===== src/rtl/mem_xfer_seq_pkg.sv =====
// Shared types for the memory transfer sequencer: state encoding, size codes,
// per-size last word index and the latched request payload.
package mem_xfer_pkg;

  localparam int unsigned IDX_W    = 3;
  localparam int unsigned SCALAR_W = 2;
  localparam int unsigned VEC_W    = 8;

  typedef enum logic [2:0] {
    ST_IDLE = 3'd0,
    ST_XFER = 3'd1,
    ST_STEP = 3'd2,
    ST_DONE = 3'd3,
    ST_ERR  = 3'd4
  } xfer_state_e;

  typedef enum logic [1:0] {
    SZ_WORD  = 2'b00,
    SZ_DWORD = 2'b01,
    SZ_VEC   = 2'b10,
    SZ_ILL   = 2'b11
  } xfer_size_e;

  localparam logic [IDX_W-1:0] LAST_WORD  = 3'd0;
  localparam logic [IDX_W-1:0] LAST_DWORD = 3'd1;
  localparam logic [IDX_W-1:0] LAST_VEC   = 3'd7;

  typedef struct packed {
    logic       rw;
    xfer_size_e size;
    logic       src_fp;
  } xfer_req_t;

  function automatic logic [IDX_W-1:0] last_idx(input xfer_size_e sz);
    case (sz)
      SZ_DWORD: return LAST_DWORD;
      SZ_VEC:   return LAST_VEC;
      default:  return LAST_WORD;
    endcase
  endfunction

endpackage


===== src/rtl/mem_xfer_seq_if.sv =====
// Request / memory handshake / buffer-control bundle between the control unit,
// the sequencer and the bus interface unit.
interface mem_xfer_seq_if;
  import mem_xfer_pkg::*;

  logic                req;
  logic                rw;
  logic [1:0]          size;
  logic                src_fp;
  logic                mem_rdy;
  logic                busy;
  logic                done;
  logic                err;
  logic                mem_rd;
  logic                mem_wr;
  logic                MAR_inc;
  logic [SCALAR_W-1:0] RdBuf_ld;
  logic [SCALAR_W-1:0] WrBuf_oe;
  logic [SCALAR_W-1:0] FPBuf_oe;
  logic [VEC_W-1:0]    V_RdBuf_ld;
  logic [VEC_W-1:0]    V_WrBuf_oe;

  modport master (
    output req, rw, size, src_fp, mem_rdy,
    input  busy, done, err, mem_rd, mem_wr, MAR_inc,
           RdBuf_ld, WrBuf_oe, FPBuf_oe, V_RdBuf_ld, V_WrBuf_oe
  );

  modport slave (
    input  req, rw, size, src_fp, mem_rdy,
    output busy, done, err, mem_rd, mem_wr, MAR_inc,
           RdBuf_ld, WrBuf_oe, FPBuf_oe, V_RdBuf_ld, V_WrBuf_oe
  );
endinterface


===== src/rtl/mem_xfer_seq_wait_timer.sv =====
// Per-word wait counter: cleared on XFER entry, counts waiting cycles and
// saturates at WAIT_MAX; expired flags the edge on which the count reaches it.
module xfer_wait_timer #(
  parameter int unsigned WAIT_MAX = 15
) (
  input  logic clk,
  input  logic rst_n,
  input  logic clear,
  input  logic en,
  output logic expired
);

  localparam int unsigned CNT_W = (WAIT_MAX < 1) ? 1 : $clog2(WAIT_MAX + 1);

  logic [CNT_W-1:0] cnt_q, cnt_d;

  always_comb begin
    cnt_d = cnt_q;
    if (clear) begin
      cnt_d = '0;
    end else if (en && (cnt_q != CNT_W'(WAIT_MAX))) begin
      cnt_d = cnt_q + CNT_W'(1);
    end
  end

  // Timeout is taken on the same edge that the count lands on WAIT_MAX.
  assign expired = en && (cnt_d == CNT_W'(WAIT_MAX));

  always_ff @(posedge clk or negedge rst_n) begin
    if (!rst_n) cnt_q <= '0;
    else        cnt_q <= cnt_d;
  end

endmodule


===== src/rtl/mem_xfer_seq.sv =====
// Memory transfer sequencer: one request -> word-by-word mem_rdy handshakes
// with buffer strobes. MEM_XFER_TIMEOUT_EN adds the per-word wait timeout.
module mem_xfer_seq
  import mem_xfer_pkg::*;
#(
  parameter int unsigned WAIT_MAX = 15
) (
  input  logic          clk,
  input  logic          reset,
  mem_xfer_seq_if.slave bus
);

  xfer_state_e      state_q, state_d;
  xfer_req_t        xreq_q, xreq_d;
  logic [IDX_W-1:0] k_q, k_d;

`ifdef MEM_XFER_TIMEOUT_EN
  logic tmr_clr, tmr_en, tmr_expired;

  xfer_wait_timer #(.WAIT_MAX(WAIT_MAX)) u_wait_timer (
    .clk     (clk),
    .rst_n   (reset),
    .clear   (tmr_clr),
    .en      (tmr_en),
    .expired (tmr_expired)
  );
`else
  // Without the timer XFER waits indefinitely and WAIT_MAX has no effect.
  logic unused_wait_max;
  assign unused_wait_max = ^WAIT_MAX;
`endif

  // Next-state, request latch and word index.
  always_comb begin
    state_d = state_q;
    xreq_d  = xreq_q;
    k_d     = k_q;
`ifdef MEM_XFER_TIMEOUT_EN
    tmr_clr = 1'b0;
    tmr_en  = 1'b0;
`endif
    case (state_q)
      ST_IDLE: begin
        if (bus.req) begin
          if (xfer_size_e'(bus.size) == SZ_ILL) begin
            state_d = ST_ERR;
          end else begin
            xreq_d  = '{rw: bus.rw, size: xfer_size_e'(bus.size), src_fp: bus.src_fp};
            k_d     = '0;
            state_d = ST_XFER;
`ifdef MEM_XFER_TIMEOUT_EN
            tmr_clr = 1'b1;
`endif
          end
        end
      end
      ST_XFER: begin
        if (bus.mem_rdy) begin
          state_d = (k_q == last_idx(xreq_q.size)) ? ST_DONE : ST_STEP;
        end else begin
`ifdef MEM_XFER_TIMEOUT_EN
          tmr_en = 1'b1;
          if (tmr_expired) state_d = ST_ERR;
`endif
        end
      end
      ST_STEP: begin
        k_d     = k_q + IDX_W'(1);
        state_d = ST_XFER;
`ifdef MEM_XFER_TIMEOUT_EN
        tmr_clr = 1'b1;
`endif
      end
      ST_DONE: state_d = ST_IDLE;
      ST_ERR:  state_d = ST_IDLE;
      default: state_d = ST_IDLE;
    endcase
  end

  always_ff @(posedge clk or negedge reset) begin
    if (!reset) begin
      state_q <= ST_IDLE;
      xreq_q  <= '0;
      k_q     <= '0;
    end else begin
      state_q <= state_d;
      xreq_q  <= xreq_d;
      k_q     <= k_d;
    end
  end

  logic                busy_c, done_c, err_c, mem_rd_c, mem_wr_c, mar_inc_c;
  logic [SCALAR_W-1:0] rd_ld_c, wr_oe_c, fp_oe_c;
  logic [VEC_W-1:0]    v_rd_ld_c, v_wr_oe_c, word_oh;
  logic                is_vec;

  assign word_oh = VEC_W'(1) << k_q;
  assign is_vec  = (xreq_q.size == SZ_VEC);

  // Strobes decode straight from state so async reset clears them at once.
  always_comb begin
    busy_c    = (state_q != ST_IDLE);
    done_c    = (state_q == ST_DONE);
    err_c     = (state_q == ST_ERR);
    mar_inc_c = (state_q == ST_STEP);
    mem_rd_c  = 1'b0;
    mem_wr_c  = 1'b0;
    rd_ld_c   = '0;
    wr_oe_c   = '0;
    fp_oe_c   = '0;
    v_rd_ld_c = '0;
    v_wr_oe_c = '0;
    if (state_q == ST_XFER) begin
      if (xreq_q.rw) begin
        mem_wr_c = 1'b1;
        if (is_vec)             v_wr_oe_c = word_oh;
        else if (xreq_q.src_fp) fp_oe_c   = word_oh[SCALAR_W-1:0];
        else                    wr_oe_c   = word_oh[SCALAR_W-1:0];
      end else begin
        mem_rd_c = 1'b1;
        if (bus.mem_rdy) begin
          if (is_vec) v_rd_ld_c = word_oh;
          else        rd_ld_c   = word_oh[SCALAR_W-1:0];
        end
      end
    end
  end

  assign bus.busy       = busy_c;
  assign bus.done       = done_c;
  assign bus.err        = err_c;
  assign bus.mem_rd     = mem_rd_c;
  assign bus.mem_wr     = mem_wr_c;
  assign bus.MAR_inc    = mar_inc_c;
  assign bus.RdBuf_ld   = rd_ld_c;
  assign bus.WrBuf_oe   = wr_oe_c;
  assign bus.FPBuf_oe   = fp_oe_c;
  assign bus.V_RdBuf_ld = v_rd_ld_c;
  assign bus.V_WrBuf_oe = v_wr_oe_c;

endmodule


===== src/flat_wrapper.sv =====
// flat-port wrapper written by rule: the top's interface ports become plain ports
module mem_xfer_seq_flat import mem_xfer_pkg::*;
#(
  parameter int unsigned WAIT_MAX = 15
)
  (clk, reset, bus_req, bus_rw, bus_size, bus_src_fp, bus_mem_rdy, bus_busy, bus_done, bus_err, bus_mem_rd, bus_mem_wr, bus_MAR_inc, bus_RdBuf_ld, bus_WrBuf_oe, bus_FPBuf_oe, bus_V_RdBuf_ld, bus_V_WrBuf_oe);
  mem_xfer_seq_if bus_i ();
  input  logic clk;
  input  logic reset;
  input wire logic [$bits(bus_i.req)-1:0] bus_req;
  input wire logic [$bits(bus_i.rw)-1:0] bus_rw;
  input wire logic [$bits(bus_i.size)-1:0] bus_size;
  input wire logic [$bits(bus_i.src_fp)-1:0] bus_src_fp;
  input wire logic [$bits(bus_i.mem_rdy)-1:0] bus_mem_rdy;
  output wire logic [$bits(bus_i.busy)-1:0] bus_busy;
  output wire logic [$bits(bus_i.done)-1:0] bus_done;
  output wire logic [$bits(bus_i.err)-1:0] bus_err;
  output wire logic [$bits(bus_i.mem_rd)-1:0] bus_mem_rd;
  output wire logic [$bits(bus_i.mem_wr)-1:0] bus_mem_wr;
  output wire logic [$bits(bus_i.MAR_inc)-1:0] bus_MAR_inc;
  output wire logic [$bits(bus_i.RdBuf_ld)-1:0] bus_RdBuf_ld;
  output wire logic [$bits(bus_i.WrBuf_oe)-1:0] bus_WrBuf_oe;
  output wire logic [$bits(bus_i.FPBuf_oe)-1:0] bus_FPBuf_oe;
  output wire logic [$bits(bus_i.V_RdBuf_ld)-1:0] bus_V_RdBuf_ld;
  output wire logic [$bits(bus_i.V_WrBuf_oe)-1:0] bus_V_WrBuf_oe;
  assign bus_i.req = bus_req;
  assign bus_i.rw = bus_rw;
  assign bus_i.size = bus_size;
  assign bus_i.src_fp = bus_src_fp;
  assign bus_i.mem_rdy = bus_mem_rdy;
  assign bus_busy = bus_i.busy;
  assign bus_done = bus_i.done;
  assign bus_err = bus_i.err;
  assign bus_mem_rd = bus_i.mem_rd;
  assign bus_mem_wr = bus_i.mem_wr;
  assign bus_MAR_inc = bus_i.MAR_inc;
  assign bus_RdBuf_ld = bus_i.RdBuf_ld;
  assign bus_WrBuf_oe = bus_i.WrBuf_oe;
  assign bus_FPBuf_oe = bus_i.FPBuf_oe;
  assign bus_V_RdBuf_ld = bus_i.V_RdBuf_ld;
  assign bus_V_WrBuf_oe = bus_i.V_WrBuf_oe;
  mem_xfer_seq #(.WAIT_MAX(WAIT_MAX)) u_core (.clk(clk), .reset(reset), .bus(bus_i));
endmodule

===== config.mk =====
export PLATFORM = sky130hd
export DESIGN_NAME = mem_xfer_seq_flat
export DESIGN_NICKNAME = d
export VERILOG_FILES = /design/src/rtl/mem_xfer_seq_pkg.sv /design/src/rtl/mem_xfer_seq_if.sv /design/src/rtl/mem_xfer_seq_wait_timer.sv /design/src/rtl/mem_xfer_seq.sv /design/src/flat_wrapper.sv
export SDC_FILE = /design/constraint.sdc
export NUM_CORES = 1
export LEC_CHECK = 0
export BUFFER_PORTS_ARGS = -buffer_cell sky130_fd_sc_hd__buf_2
export CAP_MARGIN = 25
export CORE_ASPECT_RATIO = 1.5
export CORE_UTILIZATION = 41
export DETAILED_ROUTE_END_ITERATION = 10
export GPL_ROUTABILITY_DRIVEN = 0
export PLACE_DENSITY = 0.84
export SLEW_MARGIN = 5
export SYNTH_ARGS = -nofsm -noshare
export SYNTH_HDL_FRONTEND = slang
export SYNTH_SLANG_ARGS = --single-unit

===== constraint.sdc =====
create_clock -name clk -period 1.2 [get_ports clk]
set_input_delay 0.12 -clock clk [delete_from_list [all_inputs] [get_ports clk]]
set_output_delay 0.12 -clock clk [all_outputs]
set_load 0.005 [all_outputs]

* After elaboration in Yosys (flattened, before gate mapping)
Cells that the tools add are included.
Operators by class: add/subtract/negate cells 1, equal/unequal tests 11, shifts and indexed selects 1, multiplexer cells 33, bitwise gates (word level) 1, reductions and logical operators 6
Operator list (number):
- $mux 8 | 6
- $mux 2 | 12
- $mux 3 | 7
- $pmux 3 s2 | 2
- $pmux 3 s3 | 1
- $shl 1x3->8 const A | 1
- $eq 3x2->1 const B | 2
- $ne 2x2->1 const B | 3
- $reduce_and 3->1 | 2
- $mux 1 | 5
- $eq 2x2->1 const B | 2
- $add 3x1->3 const B | 1
- $eq 3x1->1 const B | 1
- $eq 3x3->1 | 1
- $eq 3x3->1 const B | 1
- $logic_not 3->1 | 1
- $reduce_bool 3->1 | 1
- $eq 2x1->1 const B | 1
- $reduce_and 2->1 | 1
- $reduce_bool 2->1 | 1
- $not 1->1 | 1
Word-level totals: bits in registers 10, output and inout port bits 28

* Longest topological paths before layout
Gate-level depths: netlist of run 1.
depth after elaboration 8, gate-level depth with buffers 6

* Worst setup path after synthesis of run 1
OpenSTA, ideal clock, no wires.
path kind reg-to-output, start point reg u_core.xreq_q[1] (netlist name), end point out bus_V_RdBuf_ld[6], arrival time 1251 ps, path slack -171 ps, stages on the path, launching flop included 6, buffers on the path 1, cells stage by stage dfrtp_1 -> inv_1 -> ha_1 -> clkbuf_1 -> nand2_1 -> nor3_1
On the way: word-level cells in the longest chain between the ends 5
Ends and longest elaborated chain:
- start: declaration | line mem_xfer_seq.sv:14 | xfer_req_t xreq_q, xreq_d;
- start signal: assignment | line mem_xfer_seq.sv:87 | xreq_q <= xreq_d;
- $eq 2x2->1 | line mem_xfer_seq.sv:98 | assign is_vec = (xreq_q.size == SZ_VEC);
- $mux 8 | line mem_xfer_seq.sv:122 | if (is_vec) v_rd_ld_c = word_oh;
- $mux 8 | line mem_xfer_seq.sv:121 | if (bus.mem_rdy) begin
- $mux 8 | line mem_xfer_seq.sv:114 | if (xreq_q.rw) begin
- $mux 8 | line mem_xfer_seq.sv:113 | if (state_q == ST_XFER) begin
- end: declaration | line flat_wrapper.sv:24 | output wire logic [$bits(bus_i.V_RdBuf_ld)-1:0] bus_V_RdBuf_ld;
Every way passes these cells.

* Worst setup path in the final report of run 1
start point reg u_core.state_q[1], end point out bus_V_RdBuf_ld[5]
On the way: word-level cells in the longest chain between the ends 2
Ends and longest elaborated chain:
- start: declaration | line mem_xfer_seq.sv:13 | xfer_state_e state_q, state_d;
- start signal: assignment | line mem_xfer_seq.sv:86 | state_q <= state_d;
- $eq 3x1->1 | line mem_xfer_seq.sv:113
- $mux 8 | line mem_xfer_seq.sv:113
Every way passes these cells.

==> results of run 1 <==
==> sequential cells by signal, summed over array words and instances, names as in the netlist <==
signal          count
u_core.k_q          3
u_core.state_q      3
u_core.xreq_q       4
==> cells by family after synthesis <==
kind of cell,after synthesis,share of synthesized area (%)
fa+ha+maj,7,10.7
compound gates,10,8.28
simple gates,49,35.0
mux,5,6.90
flops,10,30.7
buf+inv,12,7.36
xor+xnor,1,1.07
==> critical path: stages, from the launching register on <==
cell and delay [ps]:
dfrtp_2 450, nor4b_4 290, buf_6 170, nand3_4 90, nor2_1 150, buf_2 130
==> synthesized netlist by cell type <==
cell | instances | area (µm²)
mux2_2 | 5 | 56.3
and2_2 | 1 | 7.51
nand2_1 | 9 | 33.8
ha_1 | 7 | 87.6
o31ai_1 | 2 | 15.0
buf_6 | 2 | 22.5
a21boi_0 | 1 | 7.51
nor4b_4 | 1 | 23.8
nand2_2 | 3 | 18.8
clkbuf_1 | 2 | 7.51
and3b_2 | 1 | 10.0
a22o_1 | 2 | 17.5
dfrtp_1 | 10 | 250
o211ai_1 | 1 | 7.51
nor3b_4 | 1 | 18.8
inv_2 | 1 | 3.75
nor2_1 | 19 | 71.3
a21oi_1 | 2 | 10.0
nand3_1 | 3 | 15.0
inv_1 | 7 | 26.3
nor3_1 | 5 | 25.0
and3_1 | 1 | 6.26
o21ai_0 | 2 | 10.0
nor4_2 | 2 | 25.0
nor3_4 | 1 | 16.3
xor2_1 | 1 | 8.76
and2_1 | 1 | 6.26
nor3b_1 | 1 | 7.51
==> repair_timing <==
action,in CTS,in global routing
pin swaps,10,5
endpoints found under the hold margin,10,0
endpoints found under the setup margin,36,36
resized for setup,19,27
setup buffers,4,2
hold buffers,1,0
==> layer usage <==
| metal | global-route usage, % | wire (µm) | up-vias |
|---|---|---|---|
| met3 | 1.19 | 91 | 6 |
| met5 | 0 | 0 | - |
| met2 | 43.8 | 1420 | 35 |
| met1 | 18.3 | 778 | 427 |
| met4 | 8.37 | 62 | 0 |
| li1 | - | - | 439 |
==> final cells by class <==
cell class / instances / area [µm²] / area share [%]
Clock buffer: 3 / 22.5 / 1.58
Tap cell: 21 / 26.3 / 1.84
Timing Repair Buffer: 60 / 414 / 29.0
Inverter: 8 / 35.0 / 2.46
Multi-Input combinational cell: 72 / 676 / 47.4
Sequential cell: 10 / 253 / 17.7
==> power by group <==
part	switching (W)	total (W)	internal [W]
Sequential	0.000164	0.000642	0.000477
Clock	0.000105	0.000221	0.000115
Combinational	0.00103	0.00219	0.00116
Total	0.00130	0.00305	0.00175
==> stage by stage <==
step	setup slack, ps	hold WS, ps	TNS [ps]	power [W]
after floorplan	-105	-176	-1340	0.00163
after global placement	-156	-13.8	-2380	0.00219
after detailed placement	-191	-9.80	-3530	0.00226
after CTS	-437	78.5	-10640	0.00278
after global routing	-528	97.6	-12550	0.00325
final	-459	83.6	-10450	0.00305
==> placed cells by master (no fill, tap or decap), types with 3 or more instances in the layout <==
| master | Yosys | routed |
|---|---|---|
| nor2_2 | 0 | 11 |
| mux2_2 | 5 | 5 |
| dfrtp_1 | 10 | 8 |
| nor2_1 | 19 | 5 |
| clkbuf_4 | 0 | 3 |
| ha_1 | 7 | 4 |
| inv_1 | 7 | 5 |
| buf_6 | 2 | 11 |
| buf_2 | 0 | 32 |
| nor2_4 | 0 | 3 |
| nor3_2 | 0 | 4 |
| nand2_4 | 0 | 4 |
| nand2_1 | 9 | 6 |
| buf_4 | 0 | 16 |
==> worst max path at each step <==
stage                           start                 to  slack, ps  cells after the start
detailed placement  u_core.state_q[1]   u_core.xreq_q[2]       -190                      4
floorplan           u_core.state_q[1]  bus_V_RdBuf_ld[2]       -110                      4
global route        u_core.state_q[1]  bus_V_RdBuf_ld[5]       -530                      5
CTS                 u_core.state_q[1]  bus_V_RdBuf_ld[4]       -440                      5
global placement    u_core.state_q[1]   u_core.xreq_q[2]       -160                      4
finish              u_core.state_q[1]  bus_V_RdBuf_ld[5]       -460                      5
==> impl_metrics.tcl, run 1 <==
set metrics [dict create \
    status "finished with violations" \
    violations "negative setup slack" \
    place_inst 165 \
    slew_violations 0 \
    max_slew_margin_pct 84.7 \
    worst_setup_path_start_kind "register" \
    die_area_um2 2180 \
    regToRegStartpoint "u_core.state_q[2]" \
    dr.pass1.iters 3 \
    post_drt_wl_per_cell_um 13.5 \
    nFillCells 115 \
    fin_cells 174 \
    via_per_inst 5.21 \
    cp_max_fo 4 \
    syn_nets 109 \
    grt_pass1_wl_um 3350 \
    powerDensity_nw_per_um2 2140 \
    drive_gt1_share_pct 73.2 \
    areaGrowthSynthToFinish_pct 74.8 \
    clockBufferDepth 2 \
    cts_made_buffers 3 \
    clock_latency_ps 260 \
    worstHoldPathCells 2 \
    crit_required_ps 1080 \
    ios 36 \
    overflow 0 \
    clk_pin_slew_worst_paths_ps 60 \
    worstHoldStart "bus_rw" \
    first_global_vias 896 \
    fin_skew_ps 6.66 \
    ff2ff_path_depth 4 \
    postRouteAntennaNets 0 \
    portBuffers 35 \
    die_h_um 56.6 \
    cts_sinks 10 \
    num_rows 19 \
    ys_ff_latch 10 \
    yosys_warnings 0 \
    diodes 0 \
    nets 170 \
    tightestPinTransition_ps 228 \
    power.static_leakage_nw 0.713 \
    worstSetupPathType "register to output pin" \
    cp.arrival_ps 1540 \
    finalWorstSetupSlack_ps -459 \
    wl_um 2350 \
    synthCells 94 \
    vdd_drop_max_mv 1.15 \
    cts_tree "built" \
    timing.final.crit_share_pct 138 \
    vias 907 \
    min_period_ps 1660 \
    syn_area_um2 816 \
    min_to "u_core.xreq_q[3]" \
    grt_usage_pct 21.1 \
    root_buffer "clkbuf_4" \
    synth-seq-area-share_pct 30.7 \
    hpwl_um 1750 \
    core-area_um2 1850 \
    hold_viol 0 \
    h-tree-depth 1 \
    start_util_pct 44.0 \
    worstHoldPathType "input pin to register" \
    postPlaceCellArea_um2 1170 \
    drcViolationCount 0 \
    grt_max_degree 11 \
    fmax_ghz 0.603 \
    drt-initial-drc-count 12 \
    setup_viol 33 \
    stdcell_area_um2 1430 \
    ys_types 28 \
    grt_setup_unrepaired "yes" \
    antenna_found_initial 0 \
    die_width_um 38.4 \
    syn_avg_cell_area_um2 8.68 \
    utilization_pct 76.9 \
    r2r_end "u_core.xreq_q[0]" \
    end_kind "output pin" \
    r2r_slack_ps -150 \
    cap_violations 0 \
]
Power figures use the tool's default switching activity.
==> run 2, diff against run 1 <==
--- a/constraint.sdc
+++ b/constraint.sdc
@@ -3,2 +3,2 @@
 set_output_delay 0.12 -clock clk [all_outputs]
-set_load 0.005 [all_outputs]
+set_load 0.1 [all_outputs]
==> impl_metrics.tcl, run 2 <==
set metrics [dict create \
    status "stopped before the end" \
    stop_stage "detailed placement" \
    error_message "[ERROR DPL-0033] detailed placement checks failed during check placement." \
    synth_most_common_cell "nor2_1" \
    ys_ff_latch 10 \
    die_width_um 38.4 \
    ys_types 28 \
    synth_top_area_cell "dfrtp_1" \
    synth-seq-area-share_pct 30.7 \
    syn_avg_cell_area_um2 8.68 \
    ios 36 \
    synth_edf_count 0 \
    portBuffers 35 \
    syn_area_um2 816 \
    yosys_warnings 0 \
    synth_ff_type "dfrtp_1" \
    syn_nets 109 \
    netlist_top_cells_area "dfrtp_1 (31%), ha_1 (11%), nor2_1 (8.7%)" \
    hpwl_um 3180 \
    die_h_um 56.6 \
    start_util_pct 44.0 \
    synth_top_area_share_pct 30.7 \
    num_rows 19 \
    synth_common_cells "nor2_1 (19), dfrtp_1 (10), nand2_1 (9)" \
    synthCells 94 \
    synthArstFlopShare_pct 100 \
]
-- run 2: cell families after synthesis --
logic type | count (synthesis) | synth area share, %
AOI/OAI and AO/OA | 10 | 8.28
buffers and inverters | 12 | 7.36
muxes | 5 | 6.90
xor gates and xnor gates | 1 | 1.07
and+or+nand+nor | 49 | 35.0
adders and majority gates | 7 | 10.7
DFF | 10 | 30.7
-- run 2: per-stage QoR --
stage / std cells / cell area (µm²) / setup WS [ps]
floorplan: 94 / 1070 / -1920
global placement: 172 / 1840 / -352
==> run 3, diff against run 2 <==
CORE_AREA = 2 2 63 65   (was default)
CORE_ASPECT_RATIO = default   (was 1.5)
CORE_UTILIZATION = default   (was 41)
DIE_AREA = 0 0 65 67   (was default)
PLACE_DENSITY = default   (was 0.84)
PLACE_DENSITY_LB_ADDON = 0.15   (was default)
clock period = 1.6 ns   (was 1.2 ns; I/O delays follow)
==> impl_metrics.tcl, run 3 (synthesis results as in run 1) <==
set metrics [dict create \
    clk_pin_slew_worst_paths_ps 40 \
    core-area_um2 3610 \
    areaGrowthSynthToFinish_pct 146 \
    grt_setup_unrepaired "yes" \
    switchingPower_w 0.00181 \
    postRouteAntennaNets 0 \
    hold_viol 0 \
    clock_latency_ps 230 \
    clkPwrFrac_pct 7.2 \
    slew_violations 0 \
    fin_hold_ws_ps 162 \
    clockBufferDepth 2 \
    cts_tree "built" \
    grt_max_degree 11 \
    num_rows 22 \
    finalWorstSetupSlack_ps -238 \
    antenna_found_initial 0 \
    post_drt_wl_per_cell_um 11.4 \
    crit_family "simple AND/OR/NAND/NOR gates" \
    die_area_um2 4360 \
    comb_power_share_pct 79.3 \
    p_int_w 0.00168 \
    postPlaceCellArea_um2 1800 \
    cp_cell_sequence "nor4b_4 > buf_6 > nand3_4 > nor3_4 > buf_12" \
    nets 173 \
    drt-initial-drc-count 11 \
    cp_max_fo 4 \
    tightestPinTransition_ps 367 \
    max_slew_margin_pct 75.3 \
    cts_made_buffers 3 \
    overflow 0 \
    stdcell_area_um2 2010 \
    wl_um 2320 \
    fmax_ghz 0.544 \
    cp.arrival_ps 1680 \
    crit_required_ps 1440 \
    cp_num_buf_inv 2 \
    diodes 0 \
    power_frac_seq_pct 13.6 \
    dr.pass1.iters 4 \
    final_common_cell "buf_12" \
    multiInputGateArea_um2 788 \
    grt_usage_pct 11.8 \
    drive_gt1_share_pct 73.1 \
    hpwl_um 2000 \
    h-tree-depth 1 \
    switching_share_pct 51.9 \
    violations "negative setup slack" \
    end_kind "output pin" \
    first_global_vias 867 \
    drcViolationCount 0 \
    worstSetupPathType "register to output pin" \
    worstHoldPathType "input pin to register" \
    ios 36 \
    vias 892 \
    cap_violations 0 \
    timing.final.crit_share_pct 115 \
    reg.largest.list "u_core.xreq_q (4), u_core.k_q (3), u_core.state_q (3)" \
    worst_setup_path_start_kind "register" \
    die_h_um 67 \
    grt_pass1_wl_um 3950 \
    cpMaxStageDelayCell "dfrtp_2" \
    root_buffer "clkbuf_8" \
    crit_path_max_incr_delay_ps 440 \
    via_per_inst 4.37 \
    vdd_drop_max_mv 0.703 \
    setup_viol 24 \
    fin_skew_ps 4.12 \
    regMostFlops "u_core.xreq_q" \
    cts_sinks 10 \
    power.static_leakage_nw 0.815 \
    portBuffers 35 \
    seq_area_um2 253 \
    status "finished with violations" \
    nFillCells 308 \
    dp_slack_ps -91.5 \
    final_cell_mix "buf_12 (28), buf_4 (21), nor2_4 (17)" \
    min_period_ps 1840 \
    powerDensity_nw_per_um2 1740 \
    start_util_pct 22.6 \
    die_width_um 65 \
    largest_register_ffs 4 \
]
-- run 3: final cells by class --
cell class / instances / share of cell area [%]
clock buffers: 3 / 2.05
inverters: 8 / 1.87
multi-input cells: 72 / 39.2
flip-flops and latches: 10 / 12.6
well taps: 48 / 2.99
repair buffers: 63 / 41.3
-- run 3: power by group through the flow --
stage | clock, W | combinational (W) | sequential, W
2_1_floorplan | 0 | 0.00170 | 0.000455
3_3_place_gp | 0 | 0.00248 | 0.000468
3_5_place_dp | 0 | 0.00249 | 0.000470
4_1_cts | 0.000259 | 0.00271 | 0.000477
5_1_grt | 0.000280 | 0.00292 | 0.000489
6_report | 0.000250 | 0.00277 | 0.000474
-- run 3: routing by layer --
layer	routed length, µm	track usage [%]
met1	926	13.9
met2	1270	20.9
met3	89	2.87
met4	31	3.99
met5	0	0
-- run 3: final timing paths --
path | slack (ps) | from | depth (start not counted) | end
worst min register to register | 500 | u_core.xreq_q[1] | 1 | u_core.xreq_q[1]
worst min-delay path | 160 | bus_src_fp | 2 | u_core.xreq_q[0]
max in group asynchronous | 1080 | reset | 2 | u_core.state_q[2]
min in group asynchronous | 320 | reset | 2 | u_core.k_q[2]
worst max-delay path | -240 | u_core.state_q[2] | 5 | bus_RdBuf_ld[1]
worst max register to register | 90 | u_core.state_q[1] | 4 | u_core.xreq_q[3]
-- run 3: stage by stage --
step | setup TNS, ps | power (W) | instances | util [%]
final | -3470 | 0.00349 | 204 | 55.8
after global routing | -5300 | 0.00368 | 204 | 55.8
after CTS | -3680 | 0.00344 | 202 | 54.5
after detailed placement | -440 | 0.00296 | 193 | 50.0
after global placement | -122 | 0.00295 | 193 | 50.0
after floorplan | -20120 | 0.00215 | 94 | -
-- run 3: what timing repair did --
action                     CTS  global route
buffers inserted             6             2
hold buffers                 1             0
hold endpoints to repair    10             0
pin swaps                   10             7
setup endpoints to repair   25            25
gates resized for setup     18             6
==> run 4, diff against run 3 <==
CTS_BUF_LIST = sky130_fd_sc_hd__clkbuf_8   (was default)
clock period = 1.8 ns   (was 1.6 ns; I/O delays follow)
==> impl_metrics.tcl, run 4 (synthesis results as in run 1) <==
set metrics [dict create \
    grt_usage_pct 12.2 \
    switchingPower_w 0.00163 \
    root_buffer "clkbuf_8" \
    regToRegStartpoint "u_core.state_q[2]" \
    grt_pass1_wl_um 4050 \
    status "finished with violations" \
    via_per_inst 4.39 \
    crit_required_ps 1620 \
    end_kind "output pin" \
    cp.arrival_ps 1700 \
    antenna_found_initial 0 \
    core-area_um2 3610 \
    worstHoldStart "bus_src_fp" \
    stdcell_area_um2 1980 \
    cap_violations 0 \
    cpMaxStageDelayCell "dfrtp_2" \
    cp_cell_sequence "nor3b_4 > nand2_2 > buf_4 > buf_4 > buf_4 > nor2_4 > buf_12" \
    power_frac_seq_pct 14.0 \
    grt_max_degree 11 \
    cp_max_fo 3 \
    crit_top_cell "buf_4" \
    ios 36 \
    max_slew_margin_pct 67.8 \
    critPathLaunch "u_core.state_q[1]" \
    die_h_um 67 \
    switching_share_pct 52.2 \
    fmax_ghz 0.532 \
    regMostFlops "u_core.xreq_q" \
    power.static_leakage_nw 0.811 \
    p_int_w 0.00149 \
    grt_setup_unrepaired "yes" \
    hold_viol 0 \
    clkPwrFrac_pct 8.9 \
    areaGrowthSynthToFinish_pct 143 \
    comb_power_share_pct 77.1 \
    clock_latency_ps 230 \
    worst_setup_path_start_kind "register" \
    nFillCells 327 \
    die_width_um 65 \
    slew_violations 0 \
    worstSetupPathType "register to output pin" \
    post_drt_wl_per_cell_um 12.4 \
    nets 170 \
    drcViolationCount 0 \
    postRouteAntennaNets 0 \
    powerDensity_nw_per_um2 1570 \
    violations "negative setup slack" \
    setup_viol 13 \
    reg.largest.list "u_core.xreq_q (4), u_core.k_q (3), u_core.state_q (3)" \
    finalWorstSetupSlack_ps -79.0 \
    hpwl_um 2020 \
    clk_pin_slew_worst_paths_ps 50 \
    place_inst 182 \
    vdd_drop_max_mv 0.617 \
    postPlaceCellArea_um2 1690 \
    cts_made_buffers 3 \
    cp_num_buf_inv 4 \
    wl_um 2500 \
    start_util_pct 22.6 \
    dr.pass1.iters 3 \
    setup_tns_ps -710 \
    crit_path_max_incr_delay_ps 430 \
    crit_family "buffers and inverters" \
    cts_sinks 10 \
    vias 886 \
    fin_cells 202 \
    timing.final.crit_share_pct 104 \
    final_common_cell "buf_12" \
    h-tree-depth 1 \
    num_rows 22 \
    tightestPinTransition_ps 487 \
    largest_register_ffs 4 \
    overflow 0 \
    min_period_ps 1880 \
    first_global_vias 886 \
    cts_tree "built" \
    drive_gt1_share_pct 71.4 \
    final_cell_mix "buf_12 (28), nor2_4 (16), buf_4 (15)" \
    die_area_um2 4360 \
    fin_hold_ws_ps 173 \
    portBuffers 35 \
    diodes 0 \
    clockBufferDepth 2 \
    drt-initial-drc-count 27 \
    fin_skew_ps 1.40 \
    worstHoldPathType "input pin to register" \
]
-- run 4: cell type report --
class                   count  area, µm²  share of cell area, %
clock buffers               4       55.1                   2.77
inverters                   8       37.5                   1.89
flip-flops and latches     10        253                   12.7
multi-input cells          72        778                   39.2
well taps                  48       60.1                   3.03
repair buffers             60        801                   40.4
-- run 4: through the flow --
stage          setup slack, ps  total power (W)  util (%)
2_1_floorplan            -1380          0.00189         -
4_1_cts                   -126          0.00290      51.4
3_3_place_gp              99.8          0.00243      46.8
5_1_grt                   -143          0.00329      55.0
3_5_place_dp              90.5          0.00245      46.8
6_report                 -79.0          0.00311      55.0
-- run 4: timing repair --
action,in CTS,in global routing
hold endpoints to repair,10,0
setup endpoints to repair,21,22
hold buffers,1,0
gates resized for setup,9,12
pin swaps,6,11
buffers inserted,7,8
-- run 4: routing by layer --
metal  GRT usage, %  routed length, µm  vias up
li1               -                  -      440
met1           14.6               1020      420
met2           21.3               1350       21
met3           2.03                 85        5
met4           5.59                 43        0
met5              0                  0        -
-- run 4: final timing paths --
| check | to | slack (ps) | depth (start not counted) |
|---|---|---|---|
| worst min-delay path | u_core.xreq_q[0] | 170 | 2 |
| worst min register to register | u_core.xreq_q[1] | 510 | 1 |
| min in group asynchronous | u_core.xreq_q[1] | 340 | 2 |
| worst max-delay path | bus_V_WrBuf_oe[3] | -80 | 7 |
| worst max register to register | u_core.xreq_q[2] | 250 | 5 |
| max in group asynchronous | u_core.state_q[2] | 1250 | 2 |
-- run 4: power groups by stage --
stage	Clock, W	Combinational, W	Sequential, W
2_1_floorplan	0	0.00148	0.000405
3_3_place_gp	0	0.00200	0.000429
3_5_place_dp	0	0.00202	0.000431
4_1_cts	0.000287	0.00219	0.000430
5_1_grt	0.000295	0.00254	0.000455
6_report	0.000277	0.00240	0.000436
